==> config.mk <==
export PLATFORM = sky130hd
export DESIGN_NAME = mem_port_arbiter
export DESIGN_NICKNAME = d
export VERILOG_FILES = /design/src/rtl/mem_arb_pkg.sv /design/src/rtl/mem_timeout_ctr.sv /design/src/rtl/mem_port_arbiter.sv
export SDC_FILE = /design/constraint.sdc
export NUM_CORES = 1
export LEC_CHECK = 0
export ABC_AREA = 1
export BUFFER_PORTS_ARGS = -buffer_cell sky130_fd_sc_hd__buf_2
export CAP_MARGIN = 20
export CORE_AREA = 2 2 190 192
export DETAILED_ROUTE_END_ITERATION = 7
export DIE_AREA = 0 0 192 194
export PLACE_DENSITY = 0.65
export SLEW_MARGIN = 30
export SYNTH_ARGS = -nofsm -noshare
export SYNTH_HDL_FRONTEND = slang
export SYNTH_SLANG_ARGS = --single-unit
export TNS_END_PERCENT = 50
==> constraint.sdc <==
create_clock -name clk -period 1.9 [get_ports clk]
set_input_delay 0.285 -clock clk [delete_from_list [all_inputs] [get_ports clk]]
set_output_delay 0.285 -clock clk [all_outputs]
set_load 0.05 [all_outputs]
==> src/rtl/mem_arb_pkg.sv <==
// Shared definitions for the instruction/data memory port arbiter.
// State encoding, default widths and the instruction width.
package mem_arb_pkg;

  localparam int ADDR_W_DEF = 64;
  localparam int DATA_W_DEF = 64;
  localparam int INSTR_W    = 32;

  localparam logic [1:0] S_IDLE  = 2'd0;
  localparam logic [1:0] S_FETCH = 2'd1;
  localparam logic [1:0] S_DATA  = 2'd2;
  localparam logic [1:0] S_DRAIN = 2'd3;

endpackage

==> src/rtl/mem_timeout_ctr.sv <==
// Counts busy cycles without mem_ready and flags expiry on the
// cycle whose edge would complete the TIMEOUT-th such cycle.
module mem_timeout_ctr #(
  parameter int TIMEOUT = 16
) (
  input  logic clk,
  input  logic reset,
  input  logic busy_i,
  input  logic ready_i,
  output logic expired_o
);

  localparam int CW = $clog2(TIMEOUT + 1);

  logic [CW-1:0] cnt_q, cnt_d;

  assign expired_o = busy_i && !ready_i
                  && (cnt_q == CW'(TIMEOUT - 1));

  always_comb begin
    cnt_d = cnt_q;
    if (!busy_i || ready_i || expired_o)
      cnt_d = '0;
    else
      cnt_d = cnt_q + 1'b1;
  end

  always_ff @(posedge clk) begin
    if (reset) cnt_q <= '0;
    else       cnt_q <= cnt_d;
  end

endmodule

==> src/rtl/mem_port_arbiter.sv <==
// Shares one memory port between instruction fetch and data access,
// with fetch fairness, flush draining, timeout and misalignment errors.
module mem_port_arbiter
  import mem_arb_pkg::*;
#(
  parameter int ADDR_W     = ADDR_W_DEF,
  parameter int DATA_W     = DATA_W_DEF,
  parameter int TIMEOUT    = 16,
  parameter int FAIR_LIMIT = 4
) (
  input  logic               clk,
  input  logic               reset,
  input  logic               if_req,
  input  logic [ADDR_W-1:0]  if_addr,
  input  logic               if_flush,
  output logic               if_valid,
  output logic [INSTR_W-1:0] if_rdata,
  output logic               if_stall,
  input  logic               dm_req,
  input  logic               dm_we,
  input  logic [ADDR_W-1:0]  dm_addr,
  input  logic [DATA_W-1:0]  dm_wdata,
  output logic [DATA_W-1:0]  dm_rdata,
  output logic               dm_done,
  output logic               dm_stall,
  output logic               mem_req,
  output logic               mem_we,
  output logic [ADDR_W-1:0]  mem_addr,
  output logic [DATA_W-1:0]  mem_wdata,
  input  logic [DATA_W-1:0]  mem_rdata,
  input  logic               mem_ready,
  output logic               err
);

  localparam int FW = $clog2(FAIR_LIMIT + 1);

  logic [1:0]         state_q, state_d;
  logic [FW-1:0]      fair_q, fair_d;
  logic               err_q, err_d;
  logic [ADDR_W-1:0]  addr_q, addr_d;
  logic               we_q, we_d;
  logic [DATA_W-1:0]  wdata_q, wdata_d;
  logic               isel_q, isel_d;
  logic               ifv_q, ifv_d;
  logic [INSTR_W-1:0] ifr_q, ifr_d;
  logic               dmd_q, dmd_d;
  logic [DATA_W-1:0]  dmr_q, dmr_d;

  logic               busy, tmo;
  logic               fetch_ok, fair_hit;
  logic               grant_f, grant_d;
  logic               dm_mis;
  logic [INSTR_W-1:0] instr;
  logic               unused_ok;

  assign unused_ok = ^if_addr[1:0];

  assign busy     = state_q != S_IDLE;
  assign fetch_ok = if_req && !if_flush;
  assign fair_hit = fair_q == FW'(FAIR_LIMIT);
  assign grant_f  = fetch_ok && (fair_hit || !dm_req);
  assign grant_d  = dm_req && !grant_f;
  assign dm_mis   = dm_addr[2:0] != 3'b000;
  assign instr    = isel_q ? mem_rdata[2*INSTR_W-1:INSTR_W]
                           : mem_rdata[INSTR_W-1:0];

  mem_timeout_ctr #(
    .TIMEOUT (TIMEOUT)
  ) u_tmo (
    .clk       (clk),
    .reset     (reset),
    .busy_i    (busy),
    .ready_i   (mem_ready),
    .expired_o (tmo)
  );

  always_comb begin
    state_d = state_q;
    fair_d  = fair_q;
    err_d   = err_q;
    addr_d  = addr_q;
    we_d    = we_q;
    wdata_d = wdata_q;
    isel_d  = isel_q;
    ifv_d   = 1'b0;
    ifr_d   = ifr_q;
    dmd_d   = 1'b0;
    dmr_d   = dmr_q;
    unique case (state_q)
      S_IDLE: begin
        if (grant_f) begin
          state_d = S_FETCH;
          addr_d  = {if_addr[ADDR_W-1:3], 3'b000};
          we_d    = 1'b0;
          wdata_d = '0;
          isel_d  = if_addr[2];
          fair_d  = '0;
        end else if (grant_d) begin
          // misaligned data access completes at once, never touches memory
          if (dm_mis) begin
            err_d = 1'b1;
            dmd_d = 1'b1;
            dmr_d = '0;
          end else begin
            state_d = S_DATA;
            addr_d  = dm_addr;
            we_d    = dm_we;
            wdata_d = dm_wdata;
            if (if_req && !fair_hit)
              fair_d = fair_q + 1'b1;
          end
        end
      end
      S_FETCH: begin
        if (mem_ready) begin
          state_d = S_IDLE;
          ifv_d   = !if_flush;
          ifr_d   = instr;
        end else if (tmo) begin
          state_d = S_IDLE;
          err_d   = 1'b1;
          ifv_d   = !if_flush;
          ifr_d   = '0;
        end else if (if_flush) begin
          state_d = S_DRAIN;
        end
      end
      S_DATA: begin
        if (mem_ready) begin
          state_d = S_IDLE;
          dmd_d   = 1'b1;
          dmr_d   = mem_rdata;
        end else if (tmo) begin
          state_d = S_IDLE;
          err_d   = 1'b1;
          dmd_d   = 1'b1;
          dmr_d   = '0;
        end
      end
      S_DRAIN: begin
        if (mem_ready) begin
          state_d = S_IDLE;
        end else if (tmo) begin
          state_d = S_IDLE;
          err_d   = 1'b1;
        end
      end
      default: state_d = S_IDLE;
    endcase
    if (!if_req)
      fair_d = '0;
  end

  always_ff @(posedge clk) begin
    if (reset) begin
      state_q <= S_IDLE;
      fair_q  <= '0;
      err_q   <= 1'b0;
      addr_q  <= '0;
      we_q    <= 1'b0;
      wdata_q <= '0;
      isel_q  <= 1'b0;
      ifv_q   <= 1'b0;
      ifr_q   <= '0;
      dmd_q   <= 1'b0;
      dmr_q   <= '0;
    end else begin
      state_q <= state_d;
      fair_q  <= fair_d;
      err_q   <= err_d;
      addr_q  <= addr_d;
      we_q    <= we_d;
      wdata_q <= wdata_d;
      isel_q  <= isel_d;
      ifv_q   <= ifv_d;
      ifr_q   <= ifr_d;
      dmd_q   <= dmd_d;
      dmr_q   <= dmr_d;
    end
  end

  assign mem_req   = busy;
  assign mem_we    = we_q;
  assign mem_addr  = addr_q;
  assign mem_wdata = wdata_q;
  assign if_valid  = ifv_q;
  assign if_rdata  = ifr_q;
  assign if_stall  = if_req && !ifv_q;
  assign dm_done   = dmd_q;
  assign dm_rdata  = dmr_q;
  assign dm_stall  = dm_req && !dmd_q;
  assign err       = err_q;

endmodule
==> results.cfg <==
[sta]
worst-slew-pin-transition_ns = 0.7148
final-hold-violation-count = 0
whs_ns = 0.02117
setup-tns-final_ns = 0
number_of_setup_violations_in_the_final_report = 0
slew-limit-headroom_pct = 52.35
worst_slack_ns = 0.02907
final_min_period_over_clock_period_pct = 98.47
finalClockSkew_ns = 0.01591
timing.fmax_ghz = 0.5345
final_max_slew_viol_count = 0
min_period_ns = 1.871
unrepaired_setup_endpoints_after_global_routing = true

[cts]
cts-buffers-inserted = 28
clock_path_buffers = 3
clock_insertion_delay_worst_skew_ns = 0.54
clk_sink_count = 239
clock_tree_root = sky130_fd_sc_hd__clkbuf_16
worst_setup_hold_path_clk_slew_ns = 0.06
tritoncts = done
cts-htree-levels = 1

[floorplan]
placeable_core_region_um2 = 35220
die_area_um2 = 37250
die_span_in_x_um = 192
core.rowCount = 69
die_h_um = 194
initial_utilization_pct = 30.61
io_pins = 494

[power]
power_report.internal_total_w = 0.009834
power_frac_seq_pct = 37.4
net-switching-power_w = 0.004826
power.share.clock_pct = 38.2
power.switching_fraction_pct = 32.92
max-vdd-ir-drop_mv = 0.6739
combinationalPowerShare_pct = 24.4
leakage_nw = 7.958
power.density_nw_per_um2 = 938.3
post-layout-total-power_w = 0.01466

[drt]
vias = 12450
totalWireLength_mm = 43.55
dr.pass1.iters = 7
route.antenna.remaining_nets = 0
wl_per_cell_um = 16.69
detail_route.vias_per_cell = 4.770
drt-initial-drc-count = 692
drc = 0

[synthesis]
synth-async-reset-ratio_pct = 0
synth_largest_type_area_fraction_pct = 44.38
ys_seq_elements = 239
synthMostInstantiatedCell = sky130_fd_sc_hd__nand2_1
sequential_share_of_the_synthesized_area_pct = 44.38
syn-num-nets = 1889
synth.largest_area_cell = sky130_fd_sc_hd__dfxtp_1
post_synth_edffs = 0
synth_area_leaders = sky130_fd_sc_hd__dfxtp_1, sky130_fd_sc_hd__nand2_1, sky130_fd_sc_hd__nor2_1, sky130_fd_sc_hd__nand3_1, sky130_fd_sc_hd__a21oi_1
synthesis.area_um2 = 10780
syn_avg_cell_area_um2 = 6.646
syn-instance-count = 1622
synth_top_flop_cell = sky130_fd_sc_hd__dfxtp_1
synth_common_cells = sky130_fd_sc_hd__nand2_1, sky130_fd_sc_hd__nor2_1, sky130_fd_sc_hd__dfxtp_1
synthDistinctLibCells = 27
synth.yosys.warnings = 0

[critical_path]
critical_path_class = reg -> reg
data_arrival_time_of_the_worst_path_ns = 2.30
worst_setup_path_start_kind = register
critPathRequiredTime_ns = 2.33
crit_slowest_cell = sky130_fd_sc_hd__dfxtp_1
reg2reg_slack_ns = 0.03
path_max_fanout = 27
crit_path_cells = inv_1, ha_1, nand2_2, nand2_4, nand2_4, buf_12, nand2_2, nand2_8, buf_12, clkbuf_16, o21ai_0, nor2_1
critPathCaptureType = register
crit_path_max_incr_delay_ns = 0.31

[global_routing]
grt-ovfl-total = 0
vias_in_the_first_global_route = 11740
grt_first_pass_wirelength_mm = 63.63
antenna_violations_before_repair = 1
grt.total_usage_pct = 21.19
grt_max_degree = 97

[worst_hold_path]
min-delay-path-class = in -> reg

[placement]
post_placement_cell_count = 2504
finalWeightedCongestion = 0.9124
numPortBuffers = 491
place_ws_ns = -0.1651
dp.final_hpwl_mm = 29.34

[job]
cap_viol_max_count = 0

[cells_and_area]
share_of_final_layout_standard_cells_stronger_than_drive_strength_1_pct = 29.56
fin_cells = 2610
area_growth_pct = 44.93
nNetsFinal = 2395

[status]
status = completed
## stage by stage
step | util, % | instance area, um^2
6_report | 44.36 | 15620
5_1_grt | 44.35 | 15620
4_1_cts | 43.18 | 15210
3_5_place_dp | 39.26 | 13830
3_3_place_gp | 39.14 | 13790
2_1_floorplan | - | 10780
## worst paths after layout
check                           start                          to  cells after the start
max reg2reg    fair_q[1]$_SDFFE_PP0P_    mem_addr[6]$_SDFFE_PP0P_                     12
min                      dm_wdata[18]  mem_wdata[18]$_SDFFE_PP0P_                      3
max            fair_q[1]$_SDFFE_PP0P_    mem_addr[6]$_SDFFE_PP0P_                     12
min reg2reg  mem_addr[1]$_SDFFE_PP0P_    mem_addr[1]$_SDFFE_PP0P_                      2
## power groups by stage
| stage | Clock (W) | Combinational (W) | Sequential [W] |
|---|---|---|---|
| finish | 0.00560 | 0.00358 | 0.00549 |
| CTS | 0.00575 | 0.00337 | 0.00549 |
| floorplan | 0 | 0.00118 | 0.00662 |
| global placement | 0 | 0.00323 | 0.00558 |
| detailed placement | 0 | 0.00329 | 0.00559 |
| global route | 0.00593 | 0.00386 | 0.00552 |
## placed cells by master (no fill, tap or decap), drive strengths merged
cell	n
a21oi	104
buf	548
bufinv	3
clkbuf	48
clkinv	7
clkinvlp	3
dfxtp	239
diode	1
dlygate4sd3	38
ha	4
inv	137
nand2	419
nand3	142
nand3b	1
nand4	41
nor2	313
nor3b	1
nor4	1
o211ai	24
o21ai	71
o21bai	1
or2	3
## state kept, by name, summed over array words and instances, names as in the netlist, 2 cells and up
signal,count
dm_rdata,64
mem_addr,64
mem_wdata,64
if_rdata,32
u_tmo.cnt_q,5
fair_q,3
state_q,2
## worst max-delay path: cells and delay by family, from the launching register on
kind                     cells  cell delay, ns
AO/OA/AOI/OAI                1            0.19
buffers and inverters        4            0.56
AND/OR/NAND/NOR              6            0.51
flip-flops                   1            0.31
adder cells (fa/ha/maj)      1            0.16
## what timing repair did
action / in CTS / in global routing
hold buffers: 38 / 0
setup endpoints to repair: 179 / 214
hold endpoints to repair: 38 / 0
pin swaps: 2 / 5
gates resized for setup: 11 / 42
buffers inserted: 2 / 3
cloned: 0 / 13
## area by class of cell
cell class                 count  area (um^2)
antenna                        1        2.502
clock buffer                  39        823.3
clock inverter                11        141.4
fill                        3638        19600
inverter                     139        535.5
multi-input combinational   1125         4977
sequential                   239         4790
tap                          461        576.8
timing repair buffer         595         3777
## kinds of logic after synthesis
kind of cell	Yosys count	synth area share, %
and+or+nand+nor	921	35.31
buffers and inverters	258	9.981
DFF	239	44.38
AOI/OAI and AO/OA	200	9.865
adders and majority gates	4	0.4643
## layer usage
| metal | global-route usage (%) | up-vias | part of all wire, % |
|---|---|---|---|
| li1 | - | 6135 | - |
| met5 | 0 | - | 0 |
| met3 | 4.742 | 71 | 8.1 |
| met4 | 5.881 | 0 | 2.5 |
| met1 | 25.47 | 5719 | 40 |
| met2 | 37.63 | 525 | 49 |
Power figures use the tool's default switching activity.
